===== config.mk =====
export PLATFORM = sky130hd
export DESIGN_NAME = dmem_port_arbiter
export DESIGN_NICKNAME = d
export VERILOG_FILES = /design/src/rtl/dmem_port_arbiter.sv
export SDC_FILE = /design/constraint.sdc
export NUM_CORES = 1
export LEC_CHECK = 0
export CAP_MARGIN = 40
export CORE_AREA = 2 2 130 132
export CTS_CLUSTER_DIAMETER = 30
export DETAILED_ROUTE_END_ITERATION = 7
export DIE_AREA = 0 0 132 134
export GPL_ROUTABILITY_DRIVEN = 0
export PLACE_DENSITY_LB_ADDON = 0.3
export SETUP_SLACK_MARGIN = 0.4
export SYNTH_ARGS = -nofsm -noshare
export SYNTH_HDL_FRONTEND = slang
export SYNTH_SLANG_ARGS = --single-unit

===== constraint.sdc =====
create_clock -name CLK -period 5.7 [get_ports CLK]
set_input_delay 0.57 -clock CLK [delete_from_list [all_inputs] [get_ports CLK]]
set_output_delay 0.57 -clock CLK [all_outputs]
set_load 0.01 [all_outputs]

===== src/rtl/dmem_port_arbiter.sv =====
// Round-robin arbiter and wait-state sequencer that shares the data memory between the MEM stage
// (CPU port) and an external loader port. Optional address range/alignment check: DMEM_ARB_RANGE_CHECK_EN.
module dmem_port_arbiter #(
    parameter int WAIT_CYCLES = 1,
    parameter int DEPTH_WORDS = 64
) (
    input  logic        CLK,
    input  logic        RST,
    input  logic        cpu_req,
    input  logic        cpu_we,
    input  logic [31:0] cpu_addr,
    input  logic [31:0] cpu_wdata,
    output logic [31:0] cpu_rdata,
    output logic        cpu_stall,
    input  logic        ext_req,
    input  logic        ext_we,
    input  logic [31:0] ext_addr,
    input  logic [31:0] ext_wdata,
    output logic        ext_ack,
    output logic [31:0] ext_rdata,
    output logic [31:0] mem_addr,
    output logic [31:0] mem_wdata,
    output logic        mem_write,
    output logic        mem_read,
    input  logic [31:0] mem_rdata,
    output logic        err
);

    typedef enum logic [1:0] {
        IDLE = 2'd0,
        BUSY = 2'd1,
        DONE = 2'd2
    } state_t;

    localparam logic [3:0] CNT_LOAD = 4'(WAIT_CYCLES - 1);
    localparam logic       OWN_CPU  = 1'b0;
    localparam logic       OWN_EXT  = 1'b1;

    if (WAIT_CYCLES < 1 || WAIT_CYCLES > 15 || DEPTH_WORDS < 1) begin : g_param_check
        $error("dmem_port_arbiter: WAIT_CYCLES must be 1..15 and DEPTH_WORDS positive");
    end

    state_t      state_r;
    state_t      state_s;
    logic        owner_r;
    logic        last_grant_r;
    logic        cmd_we_r;
    logic        cmd_err_r;
    logic [31:0] cmd_addr_r;
    logic [31:0] cmd_wdata_r;
    logic [3:0]  cnt_r;
    logic        grant_s;
    logic        grant_owner_s;
    logic [31:0] grant_addr_s;
    logic        bad_addr_s;
    logic        busy_s;
    logic        done_s;

    // Arbitration: a lone requester wins, contention goes to the port that did not win last time.
    always_comb begin
        grant_s       = 1'b0;
        grant_owner_s = OWN_CPU;
        if (cpu_req && ext_req) begin
            grant_s       = 1'b1;
            grant_owner_s = ~last_grant_r;
        end else if (cpu_req) begin
            grant_s       = 1'b1;
            grant_owner_s = OWN_CPU;
        end else if (ext_req) begin
            grant_s       = 1'b1;
            grant_owner_s = OWN_EXT;
        end else begin
            grant_s       = 1'b0;
            grant_owner_s = OWN_CPU;
        end
    end

    assign grant_addr_s = (grant_owner_s == OWN_EXT) ? ext_addr : cpu_addr;

`ifdef DMEM_ARB_RANGE_CHECK_EN
    localparam logic [31:0] DEPTH_LIMIT = 32'(DEPTH_WORDS * 4);
    assign bad_addr_s = (grant_addr_s[1:0] != 2'b00) || (grant_addr_s >= DEPTH_LIMIT);
`else
    assign bad_addr_s = 1'b0;
`endif

    // State register.
    always_ff @(posedge CLK or posedge RST) begin
        if (RST) begin
            state_r <= IDLE;
        end else begin
            state_r <= state_s;
        end
    end

    // Next-state logic; a rejected command goes straight to DONE without touching the memory.
    always_comb begin
        state_s = state_r;
        case (state_r)
            IDLE: begin
                if (grant_s) begin
                    state_s = bad_addr_s ? DONE : BUSY;
                end else begin
                    state_s = IDLE;
                end
            end
            BUSY: begin
                if (cnt_r == 4'd0) begin
                    state_s = DONE;
                end else begin
                    state_s = BUSY;
                end
            end
            DONE:    state_s = IDLE;
            default: state_s = IDLE;
        endcase
    end

    // Command latch, wait counter and per-owner read data capture.
    always_ff @(posedge CLK or posedge RST) begin
        if (RST) begin
            owner_r      <= OWN_CPU;
            last_grant_r <= OWN_EXT;
            cmd_we_r     <= 1'b0;
            cmd_err_r    <= 1'b0;
            cmd_addr_r   <= 32'd0;
            cmd_wdata_r  <= 32'd0;
            cnt_r        <= 4'd0;
            cpu_rdata    <= 32'd0;
            ext_rdata    <= 32'd0;
        end else begin
            case (state_r)
                IDLE: begin
                    if (grant_s) begin
                        owner_r      <= grant_owner_s;
                        last_grant_r <= grant_owner_s;
                        cmd_we_r     <= (grant_owner_s == OWN_EXT) ? ext_we : cpu_we;
                        cmd_addr_r   <= grant_addr_s;
                        cmd_wdata_r  <= (grant_owner_s == OWN_EXT) ? ext_wdata : cpu_wdata;
                        cmd_err_r    <= bad_addr_s;
                        cnt_r        <= CNT_LOAD;
                        if (bad_addr_s) begin
                            if (grant_owner_s == OWN_EXT) begin
                                ext_rdata <= 32'd0;
                            end else begin
                                cpu_rdata <= 32'd0;
                            end
                        end
                    end
                end
                BUSY: begin
                    if (cnt_r != 4'd0) begin
                        cnt_r <= cnt_r - 4'd1;
                    end else if (!cmd_we_r) begin
                        if (owner_r == OWN_EXT) begin
                            ext_rdata <= mem_rdata;
                        end else begin
                            cpu_rdata <= mem_rdata;
                        end
                    end
                end
                default: begin
                end
            endcase
        end
    end

    // Bus outputs decode straight from registers so an asynchronous reset clears them at once.
    assign busy_s    = (state_r == BUSY);
    assign done_s    = (state_r == DONE);
    assign mem_addr  = busy_s ? cmd_addr_r : 32'd0;
    assign mem_wdata = busy_s ? cmd_wdata_r : 32'd0;
    assign mem_write = busy_s & cmd_we_r;
    assign mem_read  = busy_s & ~cmd_we_r;
    assign ext_ack   = done_s & (owner_r == OWN_EXT);
    assign err       = done_s & cmd_err_r;
    assign cpu_stall = cpu_req & ~(done_s & (owner_r == OWN_CPU));

endmodule

==> out/results.ini, run 1 <==
[logic_synthesis]
synth_area_um2=6440
netlist_instances=619
postSynthNetCount=786
yosys_warnings=0
seq_area_frac_synth_pct=53.3
ys_ff_latch=137
synth_cell_type_count=36
synth_area_per_cell_um2=10.4

[timing]
setup_violations=0
worst_pin_slew_ns=0.808
finClkSkew_ns=0.0108
finalMaxSlewViolations=0
fin_crit_ns=3.11
layout_setup_ws_ns=2.59
max_slew_margin_pct=46.1
rsz0062_at_grt=false
clock.fmax_mhz=322
setup-tns-final_ns=0
period_share_pct=54.6
hold_viol=0

[die]
fp.coreArea_um2=16300
initial_core_util_pct=39.5
die_area_um2=17700
die_w_um=132
rows=47
pin_count=299
die_h_um=134

[worst_setup_path]
crit_type=reg -> out
r2r-start=state_r[0]
r2r_end=ext_rdata[12]
path_max_fanout=41
required_ns=5.13
r2r_slack_ns=3.44
arrival_ns=2.54
reg2regPathDepth=4
startpoint=state_r[0]
cp-end-kind=output port
worstSetupStartpointType=flip-flop

[detailed_routing]
via_count=5629
drcViolationCount=0
antenna_left=0
vias_per_cell=4.99
routed_wl_um=19500
dr.pass1.iters=4
wl_per_cell_um=17.3
drt-initial-drc-count=302

[cells_and_area]
fill_cells=1360
n_antenna_cell=0
layout_common_cells=297 x clkdlybuf4s50_1, 136 x dfrtp_1, 131 x nand2_1
multi_input_area_um2=2760
syn_to_final_growth_pct=58.8
finalNonFillerCells=1127
final_nets=1061
layout_commonest_cell=clkdlybuf4s50_1
regArea_um2=3430
drive_above_1_share_pct=12.5
fin_area_um2=10200

[hold_path]
worst_hold_path_type=in -> async

[place]
placed_cell_area_um2=9570
place_hpwl_um=13100
dp_cells=1095
place.port_buffers=297
preCtsSetupSlack_ns=2.84

[grt]
grtUsageMet3_pct=8.20
grt_usage_pct=22.2
met1_usage_pct=28.2
grt_max_degree=81
antenna_found_initial=0
grtUsageMet2_pct=36.1
grt-ovfl-total=0
top_usage_layer=met2
grt_pass1_wl_um=30900
grt_pass1_vias=5566

[power_and_ir_drop]
leakagePower_nw=4.29
p_sw_share_pct=33.4
ir_drop_uv=251
p_int_w=0.00384
seq_power_share_pct=30.4
p_per_area_nw_per_um2=564
pwr-share-clk_pct=21.2
p_sw_w=0.00192
p_comb_share_pct=48.4

[clock_tree]
holdBufCountCts=0
cts_resized=0
clock_path_buffers=2
cts_buffers=17
root_buffer=clkbuf_16
cts.sinks=137
path_clk_slew_ns=0.06
clock_latency_ns=0.42
cts_max_level=4
postCtsSetupRepairBufs=0
tritoncts=done

[status]
outcome=completed

[flow_run]
maxCapViolations=0

[final cells by class]
| cell class | count | share of cell area, % |
|---|---|---|
| Sequential cell | 137 | 33.5 |
| Timing Repair Buffer | 306 | 30.2 |
| Multi-Input combinational cell | 427 | 27.0 |
| Clock buffer | 19 | 4.23 |
| Tap cell | 220 | 2.69 |
| Clock inverter | 13 | 2.13 |
| Inverter | 5 | 0.233 |
[sequential cells by signal, summed over array words and instances, names as in the netlist]
name	cells
cmd_addr_r	32
cmd_wdata_r	32
cmd_we_r	1
cnt_r	4
cpu_rdata	32
ext_rdata	32
last_grant_r	1
owner_r	1
state_r	2
[Yosys cell counts]
cell type | number | area share, %
dfrtp_1 | 136 | 53
nand2_1 | 131 | 7.6
a21oi_1 | 67 | 5.2
a31oi_1 | 66 | 6.4
and2_1 | 66 | 6.4
mux2_2 | 32 | 5.6
mux2_4 | 30 | 7.0
clkbuf_1 | 27 | 1.6
buf_2 | 14 | 1.1
buf_6 | 6 | 1.0
nor2_1 | 6 | 0.35
inv_1 | 5 | 0.29
o21ai_0 | 5 | 0.39
buf_4 | 2 | 0.23
mux2_1 | 2 | 0.35
nand2b_1 | 2 | 0.19
nor3_1 | 2 | 0.16
or2_2 | 2 | 0.19
a21bo_2 | 1 | 0.16
a21boi_0 | 1 | 0.12
and2b_1 | 1 | 0.12
buf_1 | 1 | 0.058
conb_1 | 1 | 0.058
dfstp_2 | 1 | 0.41
ha_1 | 1 | 0.19
mux2i_1 | 1 | 0.16
nand3_1 | 1 | 0.078
nand3_4 | 1 | 0.27
nand4b_1 | 1 | 0.14
nand4b_4 | 1 | 0.37
nor3b_1 | 1 | 0.12
nor3b_4 | 1 | 0.29
o211ai_1 | 1 | 0.12
o221ai_1 | 1 | 0.14
o22ai_1 | 1 | 0.097
o31a_1 | 1 | 0.14
[power by group through the flow]
stage               sequential (W)  combinational, W  clock [W]
detailed placement         0.00176           0.00281          0
CTS                        0.00175           0.00283    0.00124
global placement           0.00174           0.00275          0
finish                     0.00175           0.00279    0.00122
floorplan                  0.00181           0.00133          0
global route               0.00182           0.00300    0.00130
[kinds of logic (layout without fill, tap and decap cells)]
kind of cell,Yosys count,after routing,synth area share (%)
buffers and inverters,55,343,4.29
AOI/OAI and AO/OA,144,144,12.8
and+or+nand+nor,216,216,16.3
muxes,65,65,13.1
adders and majority gates,1,1,0.194
other,1,1,0.0582
DFF,137,137,53.3
[worst max-delay path by stage]
stage / slack [ns] / depth (start not counted) / endpoint
2_1_floorplan: 1.46 / 1 / cmd_addr_r[0]
3_3_place_gp: 2.66 / 3 / ext_rdata[1]
3_5_place_dp: 2.84 / 5 / cmd_addr_r[5]
4_1_cts: 2.54 / 4 / mem_wdata[4]
5_1_grt: 2.44 / 4 / mem_wdata[4]
6_report: 2.59 / 4 / mem_wdata[4]
[worst max-delay path, stage by stage, from the launching register on]
cell and delay, ns:
dfrtp_1 0.50, and2b_2 0.59, buf_12 0.27, and2_1 0.20, clkdlybuf4s50_1 0.55
[metal layers]
layer	part of all wire, %	vias to the layer above
met5	0	-
met4	1.2	0
met3	8.4	21
met2	48	244
met1	42	2684
li1	-	2680
[metrics by stage]
step / power [W] / util, % / hold WS, ns
after global placement: 0.00449 / 58.4 / 0.474
after CTS: 0.00582 / 62.8 / 0.473
after global routing: 0.00612 / 62.8 / 0.470
after floorplan: 0.00314 / - / 0.473
final: 0.00576 / 62.8 / 0.477
after detailed placement: 0.00457 / 58.8 / 0.482
Note: power is estimated with default switching activity, not from simulation.
==> run 2: changes to the inputs <==
==> constraint.sdc (replaced) <==
create_clock -name CLK -period 3.2 [get_ports CLK]
set_input_delay 0.32 -clock CLK [delete_from_list [all_inputs] [get_ports CLK]]
set_output_delay 0.32 -clock CLK [all_outputs]
set_load 0.01 [all_outputs]
==> run 2 against run 1 <==
  * Sequential share of layout area hardly changed
  * Wire length shrank 0.96%
  * Core utilization down 0.092 points
  * Worst hold slack lost 0.10 ns
  * Setup slack worse by 2.0 ns
  * Critical endpoint is now mem_wdata[27]
==> out/results.ini, run 2 (same netlist as run 1, synthesis figures left out) <==
[clock_tree]
cts_buffers=17
path_clk_slew_ns=0.06
postCtsSetupRepairBufs=0
cts.sinks=137
cts_max_level=4
root_buffer=clkbuf_16
tritoncts=done
holdBufCountCts=0
clock_latency_ns=0.41
clock_path_buffers=2

[power_and_ir_drop]
leakagePower_nw=4.28
ir_drop_uv=539
p_per_area_nw_per_um2=992

[die]
fp.coreArea_um2=16300
initial_core_util_pct=39.5
die_h_um=134
die_w_um=132
pin_count=299
rows=47
die_area_um2=17700

[timing]
hold_viol=0
clock.fmax_mhz=385
period_share_pct=81.1
fin_crit_ns=2.60
setup_violations=0
max_slew_margin_pct=44.6
setup-tns-final_ns=0
finalMaxSlewViolations=0
worst_pin_slew_ns=0.831
rsz0062_at_grt=false
finClkSkew_ns=0.00844

[detailed_routing]
drcViolationCount=0
antenna_left=0
vias_per_cell=5.00
dr.pass1.iters=4
wl_per_cell_um=17.0
routed_wl_um=19300
via_count=5664
drt-initial-drc-count=231

[cells_and_area]
n_antenna_cell=0
drive_above_1_share_pct=13.1
regArea_um2=3430
layout_common_cells=297 x clkdlybuf4s50_1, 136 x dfrtp_1, 131 x nand2_1
syn_to_final_growth_pct=58.6
fill_cells=1390
post-route-util_pct=62.7
finalNonFillerCells=1133
final_nets=1067
multi_input_area_um2=2770
layout_commonest_cell=clkdlybuf4s50_1
fin_area_um2=10200

[grt]
grt_usage_pct=21.8
grt_max_degree=138
grt-ovfl-total=0
antenna_found_initial=0
grt_pass1_wl_um=30300
grt_pass1_vias=5706

[flow_run]
maxCapViolations=0

[worst_setup_path]
arrival_ns=2.28
reg2regPathDepth=5
required_ns=2.88
worstSetupStartpointType=flip-flop
crit_type=reg -> out
path_max_fanout=25
cp-end-kind=output port

[place]
dp_cells=1100
place.port_buffers=297
place_hpwl_um=13300
placed_cell_area_um2=9590

[hold_path]
worst_hold_path_type=in -> async

[status]
outcome=completed

==> run 2: cell count changes in the layout (fill, tap and decap cells not counted), sizes merged <==
| cell | change |
|---|---|
| bufinv | -2 |
| buf | +5 |
| clkinvlp | +2 |
| and2b | +1 |
==> run 2: critical path, stage by stage, from the launching register on <==
cell and delay (ns):
dfrtp_1 0.45, and2b_4 0.43, buf_4 0.28, and2_1 0.17, clkdlybuf4s50_1 0.54
==> run 2: path summary, 6_finish.rpt <==
path	endpoint	startpoint	slack (ns)
worst max-delay path	mem_wdata[27]	state_r[1]	0.60
worst min-delay path	cpu_rdata[23]	RST	0.37
worst max register to register	cpu_rdata[21]	cnt_r[0]	1.01
worst min register to register	cpu_rdata[20]	cpu_rdata[20]	0.49
max in group asynchronous	cmd_wdata_r[17]	RST	2.13
min in group CLK	cmd_wdata_r[26]	cpu_wdata[26]	0.46
==> run 2: metal layers <==
metal	vias to the layer above	part of all wire [%]	GRT usage [%]
li1	2689	-	-
met1	2705	42	27.1
met2	241	47	35.1
met3	29	8.0	7.52
met4	0	2.7	8.45
met5	-	0	0
==> run 2: layout make-up <==
type / instances / share of cell area (%)
inverter: 5 / 0.221
clock buffer: 19 / 4.34
timing repair buffer: 311 / 30.4
clock inverter: 13 / 1.63
sequential: 137 / 33.6
multi-input combinational: 428 / 27.1
tap: 220 / 2.70
==> run 2: per-stage QoR <==
stage | hold slack, ns | worst slack (ns) | total power, W
4_1_cts | 0.446 | 0.485 | 0.0102
3_3_place_gp | 0.476 | 0.743 | 0.00804
2_1_floorplan | 0.383 | 1.17 | 0.00559
6_report | 0.373 | 0.605 | 0.0101
5_1_grt | 0.450 | 0.454 | 0.0108
3_5_place_dp | 0.484 | 0.656 | 0.00815
==> run 2: what timing repair did <==
action	4_1_cts	5_1_grt
resized for setup	1	1
cloned	1	0
endpoints found under the setup margin	36	5
==> run 2: where the power goes <==
part | switching (W) | total (W) | internal [W] | leakage (nW)
Sequential | 0.000523 | 0.00315 | 0.00263 | 1.57
Clock | 0.000755 | 0.00201 | 0.00125 | 0.290
Combinational | 0.00213 | 0.00497 | 0.00284 | 2.42
Total | 0.00341 | 0.0101 | 0.00672 | 4.28
==> run 3: changes to the inputs <==
--- a/config.mk
+++ b/config.mk
@@ -6,10 +6,10 @@
 export NUM_CORES = 1
 export LEC_CHECK = 0
 export CAP_MARGIN = 40
-export CORE_AREA = 2 2 130 132
+export CORE_AREA = 2 2 134 136
 export CTS_CLUSTER_DIAMETER = 30
 export DETAILED_ROUTE_END_ITERATION = 7
-export DIE_AREA = 0 0 132 134
+export DIE_AREA = 0 0 136 138
 export GPL_ROUTABILITY_DRIVEN = 0
 export PLACE_DENSITY_LB_ADDON = 0.3
 export SETUP_SLACK_MARGIN = 0.4
==> constraint.sdc (replaced) <==
create_clock -name CLK -period 2.2 [get_ports CLK]
set_input_delay 0.22 -clock CLK [delete_from_list [all_inputs] [get_ports CLK]]
set_output_delay 0.22 -clock CLK [all_outputs]
set_load 0.01 [all_outputs]
==> run 3 against run 2 <==
  * Sequential power increased by 46%
  * Clock-buffer cell count unchanged
  * Critical path depth is 3 higher
  * Final area grew 12%
  * Clock skew rose by 0.0016 ns
  * Die area rose by 6.1%
  * Critical path type unchanged
  * Largest cell class is now buffers
==> out/results.ini, run 3 (same netlist as run 1, synthesis figures left out) <==
[detailed_routing]
dr.pass1.iters=5
drcViolationCount=0
wl_per_cell_um=18.3
via_count=5996
drt-initial-drc-count=314
routed_wl_um=22000
vias_per_cell=5.00
antenna_left=0

[clock_tree]
cts_max_level=4
tritoncts=done
clock_path_buffers=2
cts.sinks=137
clock_latency_ns=0.41
path_clk_slew_ns=0.06
cts_buffers=17
root_buffer=clkbuf_16
holdBufCountCts=0

[power_and_ir_drop]
p_int_w=0.0117
leakagePower_nw=5.05
p_comb_share_pct=56.3
p_sw_w=0.00570
p_sw_share_pct=32.8
pwr-share-clk_pct=17.3
p_per_area_nw_per_um2=1520
seq_power_share_pct=26.5
ir_drop_uv=780

[die]
initial_core_util_pct=36.7
die_h_um=138
die_area_um2=18800
fp.coreArea_um2=17500
rows=49
pin_count=299
die_w_um=136

[place]
placed_cell_area_um2=9790
place_hpwl_um=13800
place.port_buffers=297

[worst_setup_path]
r2r_slack_ns=0.28
startpoint=state_r[1]
crit_end=mem_addr[29]
worstSetupStartpointType=flip-flop
r2r-start=state_r[1]
r2r_end=cpu_rdata[21]
required_ns=1.98
reg2regPathDepth=8
cp-end-kind=output port
crit_type=reg -> out
arrival_ns=1.75
path_max_fanout=6

[timing]
hold_viol=0
setup-tns-final_ns=0
fin_crit_ns=1.97
rsz0062_at_grt=true
setup_violations=0
finalMaxSlewViolations=0
finClkSkew_ns=0.0100
period_share_pct=89.4
clock.fmax_mhz=509

[grt]
grt-ovfl-total=0
grt_pass1_vias=6071
grt_pass1_wl_um=33600
grt_usage_pct=23.1
grt_max_degree=59
antenna_found_initial=0

[hold_path]
worst_hold_path_type=in -> async

[cells_and_area]
n_antenna_cell=0
layout_commonest_cell=clkdlybuf4s50_1
fin_area_um2=11400
syn_to_final_growth_pct=77.2
final_nets=1126
drive_above_1_share_pct=32.0
layout_common_cells=229 x clkdlybuf4s50_1, 136 x dfrtp_1, 131 x nand2_1

[flow_run]
maxCapViolations=0

[status]
outcome=completed

## run 3: how the worst min path moves through the flow
stage                  startpoint             to  slack, ns  cells after the start
floorplan                 cpu_req   last_grant_r       0.28                      1
global placement    cpu_rdata[21]  cpu_rdata[21]       0.47                      1
detailed placement  cpu_rdata[21]  cpu_rdata[21]       0.49                      1
CTS                           RST  ext_rdata[10]       0.15                      2
global route                  RST   ext_rdata[7]       0.17                      2
finish                        RST   ext_rdata[7]       0.16                      2
## run 3: layout make-up
type | instances | area (um2)
tap | 229 | 287
clock inverter | 11 | 173
multi-input combinational | 428 | 2960
inverter | 5 | 22.5
clock buffer | 19 | 433
sequential | 137 | 3430
timing repair buffer | 370 | 4100
fill | 1410 | 6130
## run 3: what timing repair did
item | 4_1_cts | 5_1_grt
setup buffers | 33 | 6
resized for setup | 350 | 83
gates cloned | 10 | 1
pin swaps | 29 | 23
setup endpoints to repair | 132 | 138
## run 3: critical path, cell delays in order, from the launching register on
cell	delay, ns
dfrtp_1	0.38
and2b_4	0.29
buf_6	0.11
buf_12	0.11
buf_16	0.12
buf_12	0.09
and2_4	0.12
buf_6	0.09
## run 3: stage by stage
step | instances | utilization, % | hold slack (ns) | worst slack, ns | total power, W
final | 1199 | 65.1 | 0.156 | 0.234 | 0.0174
after global routing | 1199 | 65.1 | 0.171 | 0.167 | 0.0184
after CTS | 1192 | 63.7 | 0.150 | 0.164 | 0.0168
after detailed placement | 1119 | 55.8 | 0.488 | 0.167 | 0.0121
after global placement | 1119 | 55.8 | 0.474 | 0.245 | 0.0120
after floorplan | 619 | - | 0.283 | 0.274 | 0.00814
## run 3: power by group through the flow
stage	Combinational, W	Clock, W	Sequential, W
2_1_floorplan	0.00345	0	0.00469
3_3_place_gp	0.00742	0	0.00453
3_5_place_dp	0.00748	0	0.00458
4_1_cts	0.00919	0.00304	0.00457
5_1_grt	0.0104	0.00318	0.00475
6_report	0.00977	0.00300	0.00460
## run 3: per-layer routing
metal | wire length [um] | track usage, % | vias to the layer above
met5 | 0 | 0 | -
met4 | 295 | 6.36 | 0
met3 | 1900 | 7.26 | 23
met2 | 10900 | 39.1 | 277
met1 | 8820 | 28.4 | 2876
li1 | - | - | 2820
